**src/rtl/pc_fetch_if.sv**
```systemverilog
// Fetch-stage bus for pc_fetch: hazard/redirect controls, instruction memory
// port and the IF/ID register outputs.
interface pc_fetch_if;
  logic        stall;
  logic        mem_busy;
  logic        set_pc;
  logic [15:0] set_pc_value;
  logic [15:0] inst_data;
  logic [15:0] inst_addr;
  logic [15:0] id_pc;
  logic [15:0] id_inst;
  logic        id_valid;

  modport master (
    output stall, mem_busy, set_pc, set_pc_value, inst_data,
    input  inst_addr, id_pc, id_inst, id_valid
  );

  modport slave (
    input  stall, mem_busy, set_pc, set_pc_value, inst_data,
    output inst_addr, id_pc, id_inst, id_valid
  );
endinterface

```
**src/rtl/pc_fetch.sv**
```systemverilog
// Instruction fetch stage: PC register, redirect capture during stalls, IF/ID register.
// Define PC_DELAY_SLOT_EN to execute the instruction after a jump/branch (delay slot).
module pc_fetch (
  input  logic       clk,
  input  logic       rst,
  pc_fetch_if.slave  bus
);

  localparam logic [15:0] NOP = 16'h0800;

  logic [15:0] pc;
  logic        pend_valid;
  logic [15:0] pend_target;
  logic [15:0] id_pc_q;
  logic [15:0] id_inst_q;
  logic        id_valid_q;

  logic        redirect;
  logic [15:0] redirect_target;

  always_comb begin
    redirect        = bus.set_pc | pend_valid;
    redirect_target = bus.set_pc ? bus.set_pc_value : pend_target;
  end

  always_ff @(posedge clk) begin
    if (rst) begin
      pc          <= '0;
      pend_valid  <= 1'b0;
      pend_target <= '0;
      id_pc_q     <= '0;
      id_inst_q   <= NOP;
      id_valid_q  <= 1'b0;
    end else if (bus.stall) begin
      // Redirects arriving while frozen are remembered; the newest one wins.
      if (bus.set_pc) begin
        pend_valid  <= 1'b1;
        pend_target <= bus.set_pc_value;
      end
    end else if (redirect) begin
`ifdef PC_DELAY_SLOT_EN
      if (bus.mem_busy) begin
        // Delay slot cannot be fetched yet: park the target and insert a bubble.
        pend_valid  <= 1'b1;
        pend_target <= redirect_target;
        id_pc_q     <= pc;
        id_inst_q   <= NOP;
        id_valid_q  <= 1'b0;
      end else begin
        id_pc_q     <= pc;
        id_inst_q   <= bus.inst_data;
        id_valid_q  <= 1'b1;
        pc          <= redirect_target;
        pend_valid  <= 1'b0;
      end
`else
      id_pc_q    <= pc;
      id_inst_q  <= NOP;
      id_valid_q <= 1'b0;
      pc         <= redirect_target;
      pend_valid <= 1'b0;
`endif
    end else if (bus.mem_busy) begin
      id_pc_q    <= pc;
      id_inst_q  <= NOP;
      id_valid_q <= 1'b0;
    end else begin
      id_pc_q    <= pc;
      id_inst_q  <= bus.inst_data;
      id_valid_q <= 1'b1;
      pc         <= pc + 16'd1;
    end
  end

  assign bus.inst_addr = pc;
  assign bus.id_pc     = id_pc_q;
  assign bus.id_inst   = id_inst_q;
  assign bus.id_valid  = id_valid_q;

endmodule
```
**src/flat_wrapper.sv**
```systemverilog
// flat-port wrapper written by rule: the top's interface ports become plain ports
module pc_fetch_flat 
  (clk, rst, bus_stall, bus_mem_busy, bus_set_pc, bus_set_pc_value, bus_inst_data, bus_inst_addr, bus_id_pc, bus_id_inst, bus_id_valid);
  pc_fetch_if bus_i ();
  input  logic clk;
  input  logic rst;
  input wire logic [$bits(bus_i.stall)-1:0] bus_stall;
  input wire logic [$bits(bus_i.mem_busy)-1:0] bus_mem_busy;
  input wire logic [$bits(bus_i.set_pc)-1:0] bus_set_pc;
  input wire logic [$bits(bus_i.set_pc_value)-1:0] bus_set_pc_value;
  input wire logic [$bits(bus_i.inst_data)-1:0] bus_inst_data;
  output wire logic [$bits(bus_i.inst_addr)-1:0] bus_inst_addr;
  output wire logic [$bits(bus_i.id_pc)-1:0] bus_id_pc;
  output wire logic [$bits(bus_i.id_inst)-1:0] bus_id_inst;
  output wire logic [$bits(bus_i.id_valid)-1:0] bus_id_valid;
  assign bus_i.stall = bus_stall;
  assign bus_i.mem_busy = bus_mem_busy;
  assign bus_i.set_pc = bus_set_pc;
  assign bus_i.set_pc_value = bus_set_pc_value;
  assign bus_i.inst_data = bus_inst_data;
  assign bus_inst_addr = bus_i.inst_addr;
  assign bus_id_pc = bus_i.id_pc;
  assign bus_id_inst = bus_i.id_inst;
  assign bus_id_valid = bus_i.id_valid;
  pc_fetch u_core (.clk(clk), .rst(rst), .bus(bus_i));
endmodule
```
**config.mk**
```make
export PLATFORM = sky130hd
export DESIGN_NAME = pc_fetch_flat
export DESIGN_NICKNAME = d
export VERILOG_FILES = /design/src/rtl/pc_fetch_if.sv /design/src/rtl/pc_fetch.sv /design/src/flat_wrapper.sv
export SDC_FILE = /design/constraint.sdc
export NUM_CORES = 1
export LEC_CHECK = 0
export BUFFER_PORTS_ARGS = -buffer_cell sky130_fd_sc_hd__buf_2
export CELL_PAD_IN_SITES_DETAIL_PLACEMENT = 0
export CELL_PAD_IN_SITES_GLOBAL_PLACEMENT = 2
export CORE_MARGIN = 10
export CORE_UTILIZATION = 32
export CTS_CLUSTER_SIZE = 20
export DETAILED_ROUTE_END_ITERATION = 6
export PLACE_DENSITY = 0.88
export SYNTH_ARGS = -nofsm -noshare
export SYNTH_HDL_FRONTEND = slang
export SYNTH_SLANG_ARGS = --single-unit
```
**constraint.sdc**
```tcl
create_clock -name clk -period 4 [get_ports clk]
set_clock_uncertainty 0.15 [all_clocks]
set_input_delay 0.8 -clock clk [delete_from_list [all_inputs] [get_ports clk]]
set_output_delay 0.8 -clock clk [all_outputs]
set_load 0.01 [all_outputs]
```
-- Word level (Yosys, flattened, before mapping)
Cells that the tools add are included.
- register bits: 66
- input port bits: 37
- output and inout port bits: 49
- $add $sub $neg: 1
- eq/ne operators: 2
- muxes and demuxes: 10
- bitwise operators: 2
- reductions and logical operators: 3
- operator list (cell ; count):
    $mux W16 ; 5
    $add A16 B1 Y16 const B ; 1
    $mux W1 ; 5
    $ne A2 B1 Y1 const B ; 2
    $reduce_and A2 Y1 ; 2
    $reduce_bool A2 Y1 ; 1
    $not A1 Y1 ; 1
    $or A1 B1 Y1 ; 1

-- Longest topological paths before layout
Gate-level depths: netlist (run 1).
- depth after elaboration: 3
- gate-level depth with buffers: 7
- mapped depth without buffers: 5

-- Worst setup path before layout (run 1)
OpenSTA, ideal clock, no wires.
- kind: input -> register
- start point: input bus_stall
- end point: register u_core.pc[14], in the netlist u_core.bus.inst_addr[14]
- setup time: 79 ps
- arrival time: 2025 ps
- data required time: 3771 ps
- slack: 1746 ps
- stages: 6
- path through: buf_2 > or3_1 > nor2_1 > buf_2 > nand3b_1 > o211ai_1
- cells in the longest elaborated chain, start to end: 2
- RTL lines (what ; line ; source):
    start, declared ; flat_wrapper.sv:7 ; input wire logic [$bits(bus_i.stall)-1:0] bus_stall;
    $not A1 Y1 (no line) ; n/a ;
    $reduce_and A2 Y1 (no line) ; n/a ;
    end signal, assigned ; pc_fetch.sv:60 ; pc <= redirect_target;
    end signal, assigned ; pc_fetch.sv:71 ; pc <= pc + 16'd1;
    end, declared ; pc_fetch.sv:11 ; logic [15:0] pc;
No other way between the ends.
A chain may end at the register's enable or synchronous reset.

-- Worst setup path after layout (run 1)
- start point: input bus_set_pc
- end point: register u_core.id_inst_q[12], in the netlist u_core.bus.id_inst[12]
- cells in the longest elaborated chain, start to end: 2
- RTL lines (what ; line ; source):
    start, declared ; flat_wrapper.sv:9 ; input wire logic [$bits(bus_i.set_pc)-1:0] bus_set_pc;
    $or A1 B1 Y1 ; pc_fetch.sv:22 ; redirect = bus.set_pc | pend_valid;
    $mux W16 ; pc_fetch.sv:40 ; end else if (redirect) begin
    end signal, assigned ; pc_fetch.sv:69 ; id_inst_q <= bus.inst_data;
    end, declared ; pc_fetch.sv:15 ; logic [15:0] id_inst_q;
No other way between the ends.

==> impl_metrics.toml, run 1 <==
[clocking]
cts_hold_buffers = 0
numClockSinks = 66
cts_root_buf = "clkbuf_8"
cts_repair_resize_count = 0
cts_tree = "built"
worstSkewPairLatency_ps = 350
ctsHtreeMaxLevel = 3
clock_tree.buffer_depth = 2
tritoncts.num_buffers = 9
clk_pin_slew_ps = 70
cts.repair_timing.setup_buffer_count = 0

[timing]
worst_slack_ps = 1330
layout_worst_path_cycle_share_pct = 66.7
slew_violations = 0
final-setup-viol-count = 0
fmax_mhz = 375
worst_hold_margin_ps = 301
max_slew.worst_pin.slew_ps = 1080
setup-tns-final_ps = 0
report.final.hold_viol_count = 0
period_minus_slack_ps = 2670
timing.max_slew.rel_slack_pct = 27.7
unrepaired_setup_endpoints_after_global_routing = "false"

[synth]
dominantRegCellSynth = "dfxtp_1"
syn_avg_cell_area_sq_um = 8.60
syn_area_sq_mm = 0.00289
asyncSetResetFlopFracSynth_pct = 0
synth_edf_count = 0
post_synthesis_sequential_element_count = 66
yosys_warnings = 0
synth.lib_cells_used.distinct = 45
syn-num-nets = 374
synthesis.instances = 336
ys_seq_area_share_pct = 45.7

[cells_and_area]
layout.nets = 446
final.fill_count = 911
fin_cells = 519
syn_to_layout_area_delta_pct = 23.4
antenna_cells = 0
area.sequential_sq_mm = 0.00132
final_core_utilization_pct = 40.7
multi_input_area_sq_mm = 0.00144
post-route-cell-area_sq_mm = 0.00356
drive_above_1_share_pct = 25.3

[global_route]
grt.busiest_layer = "met2"
met1_usage_pct = 15.3
track_usage_pct = 12.9
antenna_found_initial = 0
first_pass_grt_wire_length_microns = 13700
grt_pass1_vias = 2637
grt_met2_use_pct = 20.8
grt.met3_usage_pct = 5.52
globalRoute.totalOverflow = 0
grt_start_max_net_pins = 50

[power]
leakage_nw = 1.55
p_total_mw = 1.48
vdd.ir_drop.worst_mv = 0.252
pwr_density_cell_mw_per_mm2 = 414

[setup_path]
timing.rr.end = "u_core.bus.id_inst[12]$_SDFFE_PP0N_"
kind_of_critical_path = "input pin to flip-flop"
timing.critical_path.buf_inv = 1
cp_slowest_stage_delay_ps = 910
critical_path.endpoint = "u_core.bus.id_inst[12]$_SDFFE_PP0N_"
cp_data_required_time_ps = 4130
critPathLaunchType = "input pin"
critPathLaunch = "bus_set_pc"
path_cells = "buf_2, or2_1, nor2_1, a22o_1"
critical_path.top_delay_family = "simple AND/OR/NAND/NOR gates"
cp-end-kind = "flip-flop"
timing.critical_path.depth = 4
r2r_setup_slk_ps = 1500
critPathMaxFanout = 34
critical_path.reg2reg.startpoint = "u_core.pend_valid$_SDFFE_PP0P_"
r2r.worst_path.cells = 3
worst_ep_arrival_time_ps = 2800
slowest_stage = "nor2_1"

[route]
via_per_inst = 5.25
drt_pass1_iterations = 4
route.antenna.remaining_nets = 0
first_iter_violations = 111
wl_per_cell_microns = 16.7
finalWirelength_microns = 8670
total_number_of_vias = 2725
detail_route.drc_violations = 0

[floorplanning]
placementRows = 34
core-area_sq_mm = 0.00876
die-area_sq_mm = 0.0132
fp.dieW_microns = 115
die_y_extent_microns = 115
boundaryPins = 86
initial_util_pct = 33.0

[flow_run]
max_cap_viol_count = 0

[place]
gp_congestion = 0.793
pre_cts_slack_ps = 1000
place.port_buffers = 85
dp.final_hpwl_microns = 6120
placed_area_sq_mm = 0.00336
dpl.cell_count = 505

[hold_path]
hold_path_class = "flip-flop to flip-flop"

[status]
run_status = "finished clean"
[sequential cells by signal, summed over array words and instances (netlist names)]
signal,cells
u_core.bus.inst_addr,16
u_core.pend_valid,1
u_core.bus.id_pc,16
u_core.pend_target,16
u_core.bus.id_valid,1
u_core.bus.id_inst,16
[report_power, final]
part / total, mW / internal, mW / leakage (nW) / switching [mW]
registers: 0.715 / 0.684 / 0.538 / 0.0303
logic: 0.158 / 0.0660 / 0.911 / 0.0916
clock network: 0.605 / 0.360 / 0.105 / 0.245
[Yosys cell counts (3+ instances only)]
cell type  count  area (sq um)
a31oi_1        4          25.0
nor4_1         4          25.0
or3_1          3          18.8
dfxtp_1       66          1320
buf_2          4          20.0
inv_1          4          15.0
clkbuf_1      18          67.6
a21oi_1       26           130
a22o_1        15           131
mux2i_1       25           250
nand4_1        7          43.8
and2_1         4          25.0
o21ai_0       19          95.1
nand3b_1       3          22.5
nor3_1         5          25.0
nand2_1       47           176
nor2b_1        3          18.8
buf_1          4          15.0
nor2_1        31           116
or4_1          4          30.0
and4_1         3          26.3
nand3_1        6          30.0
a211oi_1       6          45.0
[how the worst min path moves through the flow]
stage | startpoint | to | slack [ps] | cells past startpoint
6_report | u_core.bus.id_valid$_SDFFE_PP0N_ | u_core.bus.id_valid$_SDFFE_PP0N_ | 300 | 1
5_1_grt | u_core.pend_target[11]$_SDFFE_PP0P_ | u_core.pend_target[11]$_SDFFE_PP0P_ | 320 | 2
4_1_cts | u_core.bus.id_valid$_SDFFE_PP0N_ | u_core.bus.id_valid$_SDFFE_PP0N_ | 300 | 1
3_5_place_dp | u_core.bus.id_valid$_SDFFE_PP0N_ | u_core.bus.id_valid$_SDFFE_PP0N_ | 290 | 1
3_3_place_gp | u_core.bus.id_valid$_SDFFE_PP0N_ | u_core.bus.id_valid$_SDFFE_PP0N_ | 280 | 1
2_1_floorplan | u_core.pend_target[11]$_SDFFE_PP0P_ | u_core.pend_target[11]$_SDFFE_PP0P_ | 280 | 2
[layout by cell type (no fill, tap or decap), types with 3 or more instances in the layout]
cell type | synthesis | layout
and2_1 | 4 | 4
a211oi_1 | 6 | 6
clkbuf_8 | 0 | 10
nand2_1 | 47 | 47
nor2b_1 | 3 | 3
a22o_1 | 15 | 15
dfxtp_1 | 66 | 66
o21ai_0 | 19 | 19
and4_1 | 3 | 3
nand4_1 | 7 | 7
a31oi_1 | 4 | 4
or4_1 | 4 | 4
inv_1 | 4 | 4
mux2i_1 | 25 | 25
nand3_1 | 6 | 6
nand3b_1 | 3 | 3
nor2_1 | 31 | 31
buf_2 | 4 | 85
a21oi_1 | 26 | 26
or3_1 | 3 | 3
nor3_1 | 5 | 5
buf_4 | 0 | 3
nor4_1 | 4 | 4
[metal layers]
metal / vias up / wire, microns
met5: - / 0
met4: 0 / 136
met3: 12 / 693
met2: 80 / 4070
met1: 1280 / 3770
li1: 1353 / -
[layout make-up]
cell class,instances,share of cell area (%)
Multi-Input combinational cell,239,40.4
Sequential cell,66,37.1
Timing Repair Buffer,88,12.6
Clock buffer,11,3.97
Tap cell,108,3.79
Clock inverter,3,1.83
Inverter,4,0.421
[cells by family after synthesis]
family	after synthesis	synth area share [%]
fa+ha+maj	1	0.433
simple gates	125	20.7
buf+inv	31	4.46
compound gates	88	20.0
mux	25	8.66
flops	66	45.7
Note: power is estimated with default switching activity, not from simulation.
==> run 2, diff against run 1 <==
--- a/config.mk
+++ b/config.mk
@@ -5,14 +5,15 @@
 export SDC_FILE = /design/constraint.sdc
 export NUM_CORES = 1
 export LEC_CHECK = 0
+export ABC_AREA = 1
 export BUFFER_PORTS_ARGS = -buffer_cell sky130_fd_sc_hd__buf_2
 export CELL_PAD_IN_SITES_DETAIL_PLACEMENT = 0
 export CELL_PAD_IN_SITES_GLOBAL_PLACEMENT = 2
 export CORE_MARGIN = 10
-export CORE_UTILIZATION = 32
+export CORE_UTILIZATION = 25
 export CTS_CLUSTER_SIZE = 20
 export DETAILED_ROUTE_END_ITERATION = 6
-export PLACE_DENSITY = 0.88
+export PLACE_DENSITY = 0.77
 export SYNTH_ARGS = -nofsm -noshare
 export SYNTH_HDL_FRONTEND = slang
 export SYNTH_SLANG_ARGS = --single-unit
==> constraint.sdc (replaced) <==
create_clock -name clk -period 2.15 [get_ports clk]
set_clock_uncertainty 0.15 [all_clocks]
set_input_delay 0.43 -clock clk [delete_from_list [all_inputs] [get_ports clk]]
set_output_delay 0.43 -clock clk [all_outputs]
set_load 0.01 [all_outputs]
==> impl_metrics.toml, run 2 <==
[global_route]
grt_pass1_vias = 2691
globalRoute.totalOverflow = 0
antenna_found_initial = 0
grt_start_max_net_pins = 27
first_pass_grt_wire_length_microns = 14600
track_usage_pct = 11.4

[setup_path]
kind_of_critical_path = "flip-flop to flip-flop"
worst_ep_arrival_time_ps = 1780
cp-end-kind = "flip-flop"
critPathLaunchType = "flip-flop"
r2r_setup_slk_ps = 490
cp_data_required_time_ps = 2270
critPathMaxFanout = 5

[route]
finalWirelength_microns = 9110
wl_per_cell_microns = 15.2
first_iter_violations = 128
detail_route.drc_violations = 0
route.antenna.remaining_nets = 0
drt_pass1_iterations = 4
total_number_of_vias = 2756
via_per_inst = 4.60

[synth]
cell_type_with_the_largest_total_area_after_synthesis = "dfxtp_1"
post_synthesis_sequential_element_count = 66
syn_avg_cell_area_sq_um = 7.68
synth.lib_cells_used.distinct = 25
syn-num-nets = 408
ys_seq_area_share_pct = 46.5
yosysMostFrequentCell = "nand2_1"
top_post_synthesis_cells_by_area = "dfxtp_1 (47%), nand2_1 (11%), o21ai_0 (7.4%)"
synth_edf_count = 0
yosys_warnings = 0
synth_commonest_cells = "nand2_1 (82), dfxtp_1 (66), o21ai_0 (42)"
synthesis.instances = 370
syn_area_sq_mm = 0.00284
asyncSetResetFlopFracSynth_pct = 0
dominantRegCellSynth = "dfxtp_1"
netlist.area_leader.share_pct = 46.5

[floorplanning]
initial_util_pct = 25.9
boundaryPins = 86
die-area_sq_mm = 0.0160
placementRows = 38
die_y_extent_microns = 127
fp.dieW_microns = 127
core-area_sq_mm = 0.0110

[place]
place.port_buffers = 85
dp.final_hpwl_microns = 6890
placed_area_sq_mm = 0.00338
gp_congestion = 0.743
dpl.cell_count = 584

[cells_and_area]
post-route-cell-area_sq_mm = 0.00364
syn_to_layout_area_delta_pct = 28.0
layout_common_cells = "buf_2 (85), nand2_1 (82), dfxtp_1 (66), o21ai_0 (42), inv_1 (37)"
fin_cells = 599
final_core_utilization_pct = 33.1
mostFrequentLayoutCell = "buf_2"
layout.nets = 493
drive_above_1_share_pct = 26.6
antenna_cells = 0

[clocking]
cts_root_buf = "clkbuf_16"
cts.repair_timing.setup_buffer_count = 0
worstSkewPairLatency_ps = 330
ctsHtreeMaxLevel = 3
cts_repair_resize_count = 0
tritoncts.num_buffers = 9
cts_hold_buffers = 0
clock_tree.buffer_depth = 2
clk_pin_slew_ps = 60
numClockSinks = 66
cts_tree = "built"

[timing]
final-setup-viol-count = 0
layout_worst_path_cycle_share_pct = 77.2
timing.max_slew.rel_slack_pct = 73.3
period_minus_slack_ps = 1660
setup-tns-final_ps = 0
fmax_mhz = 602
unrepaired_setup_endpoints_after_global_routing = "false"
slew_violations = 0
max_slew.worst_pin.slew_ps = 400
report.final.hold_viol_count = 0

[power]
pwr_density_cell_mw_per_mm2 = 827
vdd.ir_drop.worst_mv = 0.443
leakage_nw = 1.64

[hold_path]
hold_path_class = "input pin to flip-flop"

[status]
run_status = "finished clean"

[flow_run]
max_cap_viol_count = 0
[run 2: cells by family after synthesis]
| family | synth area share (%) |
|---|---|
| flops | 46.5 |
| fa+ha+maj | 0.440 |
| buf+inv | 10.3 |
| compound gates | 22.1 |
| simple gates | 20.4 |
| xor+xnor | 0.308 |
[run 2: final cells by class]
class	instances	area [sq um]
Clock buffer	12	236
Clock inverter	3	17.5
Fill cell	1191	7350
Inverter	43	161
Multi-Input combinational cell	242	1230
Sequential cell	66	1320
Tap cell	140	175
Timing Repair Buffer	93	498
[run 2: report_power, final]
part	total, mW	switching, mW	leakage (nW)	internal (mW)
combinational	0.371	0.229	0.977	0.141
sequential	1.35	0.0581	0.540	1.29
clock	1.29	0.519	0.122	0.770
[run 2: metal layers]
metal	up-vias	share of wire (%)	GRT usage, %
li1	1407	-	-
met1	1262	46	13.7
met2	79	45	17.7
met3	8	7.9	5.00
met4	0	1.1	3.75
met5	-	0	0
[run 2: per-stage QoR]
step,hold slack [ps],power [mW],setup slack (ps)
after floorplan,294,1.59,698
after global placement,282,1.75,383
after detailed placement,283,1.75,387
after CTS,146,3.06,475
after global routing,150,3.16,371
final,162,3.01,489
[run 2: worst max-delay path, stage by stage (launching register included)]
cell     delay (ps)
dfxtp_1         430
ha_1            220
nand3_1         130
inv_1           160
nand2_1         110
o21ai_0         190
nand3_1         100
a21oi_1         120
[run 2: worst paths after layout]
path / endpoint / cells past startpoint / startpoint
worst max-delay path: u_core.bus.inst_addr[10]$_SDFFE_PP0P_ / 7 / u_core.bus.inst_addr[0]$_SDFFE_PP0P_
worst min-delay path: u_core.bus.id_inst[4]$_SDFFE_PP0N_ / 2 / bus_inst_data[4]
worst max register to register: u_core.bus.inst_addr[10]$_SDFFE_PP0P_ / 7 / u_core.bus.inst_addr[0]$_SDFFE_PP0P_
worst min register to register: u_core.bus.id_pc[6]$_SDFFE_PP0N_ / 2 / u_core.bus.id_pc[6]$_SDFFE_PP0N_
==> run 3, diff against run 2 <==
--- a/config.mk
+++ b/config.mk
@@ -10,10 +10,10 @@
 export CELL_PAD_IN_SITES_DETAIL_PLACEMENT = 0
 export CELL_PAD_IN_SITES_GLOBAL_PLACEMENT = 2
 export CORE_MARGIN = 10
-export CORE_UTILIZATION = 25
+export CORE_UTILIZATION = 28
 export CTS_CLUSTER_SIZE = 20
 export DETAILED_ROUTE_END_ITERATION = 6
-export PLACE_DENSITY = 0.77
+export PLACE_DENSITY = 0.82
 export SYNTH_ARGS = -nofsm -noshare
 export SYNTH_HDL_FRONTEND = slang
 export SYNTH_SLANG_ARGS = --single-unit
==> constraint.sdc (replaced) <==
create_clock -name clk -period 1.7 [get_ports clk]
set_clock_uncertainty 0.15 [all_clocks]
set_input_delay 0.34 -clock clk [delete_from_list [all_inputs] [get_ports clk]]
set_output_delay 0.34 -clock clk [all_outputs]
set_load 0.01 [all_outputs]
==> impl_metrics.toml, run 3 (synthesis gave the netlist of run 2 again) <==
[clocking]
ctsHtreeMaxLevel = 3
clk_pin_slew_ps = 80
cts_tree = "built"
cts.repair_timing.setup_buffer_count = 0
clock_tree.buffer_depth = 2
cts_hold_buffers = 0
worstSkewPairLatency_ps = 350
tritoncts.num_buffers = 9
numClockSinks = 66
cts_root_buf = "clkbuf_8"
cts_repair_resize_count = 0

[flow_run]
max_cap_viol_count = 0

[cells_and_area]
layout.nets = 511
antenna_cells = 0
mostFrequentLayoutCell = "buf_2"
post-route-cell-area_sq_mm = 0.00371
syn_to_layout_area_delta_pct = 30.6
drive_above_1_share_pct = 30.1
layout_common_cells = "buf_2 (85), nand2_1 (82), dfxtp_1 (66), o21ai_0 (42), inv_1 (37)"

[place]
placed_area_sq_mm = 0.00351
gp_congestion = 0.866
place.port_buffers = 85
dp.final_hpwl_microns = 6990

[timing]
slew_violations = 0
report.final.hold_viol_count = 0
final-setup-viol-count = 0
setup-tns-final_ps = 0
period_minus_slack_ps = 1590
fmax_mhz = 629
unrepaired_setup_endpoints_after_global_routing = "false"
timing.max_slew.rel_slack_pct = 75.0
layout_worst_path_cycle_share_pct = 93.5
max_slew.worst_pin.slew_ps = 372

[route]
drt_pass1_iterations = 4
detail_route.drc_violations = 0
route.antenna.remaining_nets = 0
first_iter_violations = 156
finalWirelength_microns = 8910
via_per_inst = 4.59
total_number_of_vias = 2804
wl_per_cell_microns = 14.6

[global_route]
grt_pass1_vias = 2771
globalRoute.totalOverflow = 0
antenna_found_initial = 0
track_usage_pct = 12.1
grt_start_max_net_pins = 27
first_pass_grt_wire_length_microns = 14100

[setup_path]
worst_ep_arrival_time_ps = 1720
cp_data_required_time_ps = 1830
r2r.worst_path.cells = 7
r2r_setup_slk_ps = 110
cp-end-kind = "flip-flop"
timing.rr.end = "u_core.bus.inst_addr[10]$_SDFFE_PP0P_"
cp_common_cell = "nand3_1"
kind_of_critical_path = "flip-flop to flip-flop"
critPathMaxFanout = 5
path_cells = "ha_1, nand3_1, inv_1, nand2_1, o21ai_0, nand3_1, a21oi_1"
critical_path.reg2reg.startpoint = "u_core.bus.inst_addr[1]$_SDFFE_PP0P_"
cp_slowest_stage_delay_ps = 360
slowest_stage = "dfxtp_1"
critPathLaunchType = "flip-flop"

[power]
p_total_mw = 3.56
leakage_nw = 1.71
vdd.ir_drop.worst_mv = 0.354
pwr_density_cell_mw_per_mm2 = 960

[status]
run_status = "finished clean"

[floorplanning]
initial_util_pct = 28.9
boundaryPins = 86
die_y_extent_microns = 121
fp.dieW_microns = 121
core-area_sq_mm = 0.00982
placementRows = 36
die-area_sq_mm = 0.0146

[hold_path]
hold_path_class = "input pin to flip-flop"
hold_start = "bus_inst_data[6]"
min_path_cells = 2
holdPathEnd = "u_core.bus.id_inst[6]$_SDFFE_PP0N_"
## run 3: cell count changes in the layout (fill, tap and decap cells not counted), sizes merged
cell / change
buf: +18
clkinv: +2
inv: +1
clkbuf: -3
bufinv: +1
## run 3: how the worst max path moves through the flow
stage | start | end | cells past startpoint
global placement | bus_set_pc | u_core.bus.inst_addr[1]$_SDFFE_PP0P_ | 6
finish | u_core.bus.inst_addr[1]$_SDFFE_PP0P_ | u_core.bus.inst_addr[10]$_SDFFE_PP0P_ | 7
floorplan | u_core.bus.inst_addr[1]$_SDFFE_PP0P_ | u_core.bus.inst_addr[14]$_SDFFE_PP0P_ | 8
CTS | u_core.bus.inst_addr[5]$_SDFFE_PP0P_ | bus_inst_addr[5] | 2
detailed placement | bus_set_pc | u_core.bus.id_inst[12]$_SDFFE_PP0N_ | 7
global route | u_core.bus.inst_addr[1]$_SDFFE_PP0P_ | u_core.bus.inst_addr[13]$_SDFFE_PP0P_ | 8
## run 3: critical path, delay by kind of cell, from the launching register on
family                     cells  cell delay [ps]
buffers and inverters          1              180
adders and majority gates      1              200
DFF                            1              360
AOI/OAI and AO/OA              2              290
and+or+nand+nor                3              340
## run 3: final cells by class
| type | count | area [sq um] |
|---|---|---|
| clock inverters | 7 | 77.6 |
| fillers | 1098 | 6110 |
| multi-input cells | 242 | 1230 |
| clock buffers | 9 | 124 |
| well taps | 133 | 166 |
| repair buffers | 111 | 633 |
| flip-flops and latches | 66 | 1320 |
| inverters | 43 | 161 |
## run 3: power breakdown
| part | internal, mW | total, mW | switching [mW] | leakage, nW |
|---|---|---|---|---|
| logic | 0.220 | 0.530 | 0.310 | 1.07 |
| clock network | 0.686 | 1.34 | 0.658 | 0.0998 |
| registers | 1.63 | 1.69 | 0.0570 | 0.540 |
## run 3: per-layer routing
layer	routed length, microns	share of wire, %	global-route usage, %
met4	111	1.2	3.02
met3	653	7.3	5.26
met5	0	0	0
met1	4220	47	14.9
met2	3920	44	18.8
## run 3: stage by stage
step / cells / setup WS [ps] / hold slack (ps) / utilization [%]
6_report: 611 / 111 / 45.6 / 37.8
5_1_grt: 611 / 27.2 / 24.9 / 37.8
4_1_cts: 611 / 127 / 31.6 / 37.8
3_5_place_dp: 595 / 117 / 282 / 35.7
3_3_place_gp: 595 / 138 / 278 / 35.7
2_1_floorplan: 370 / 248 / 294 / -
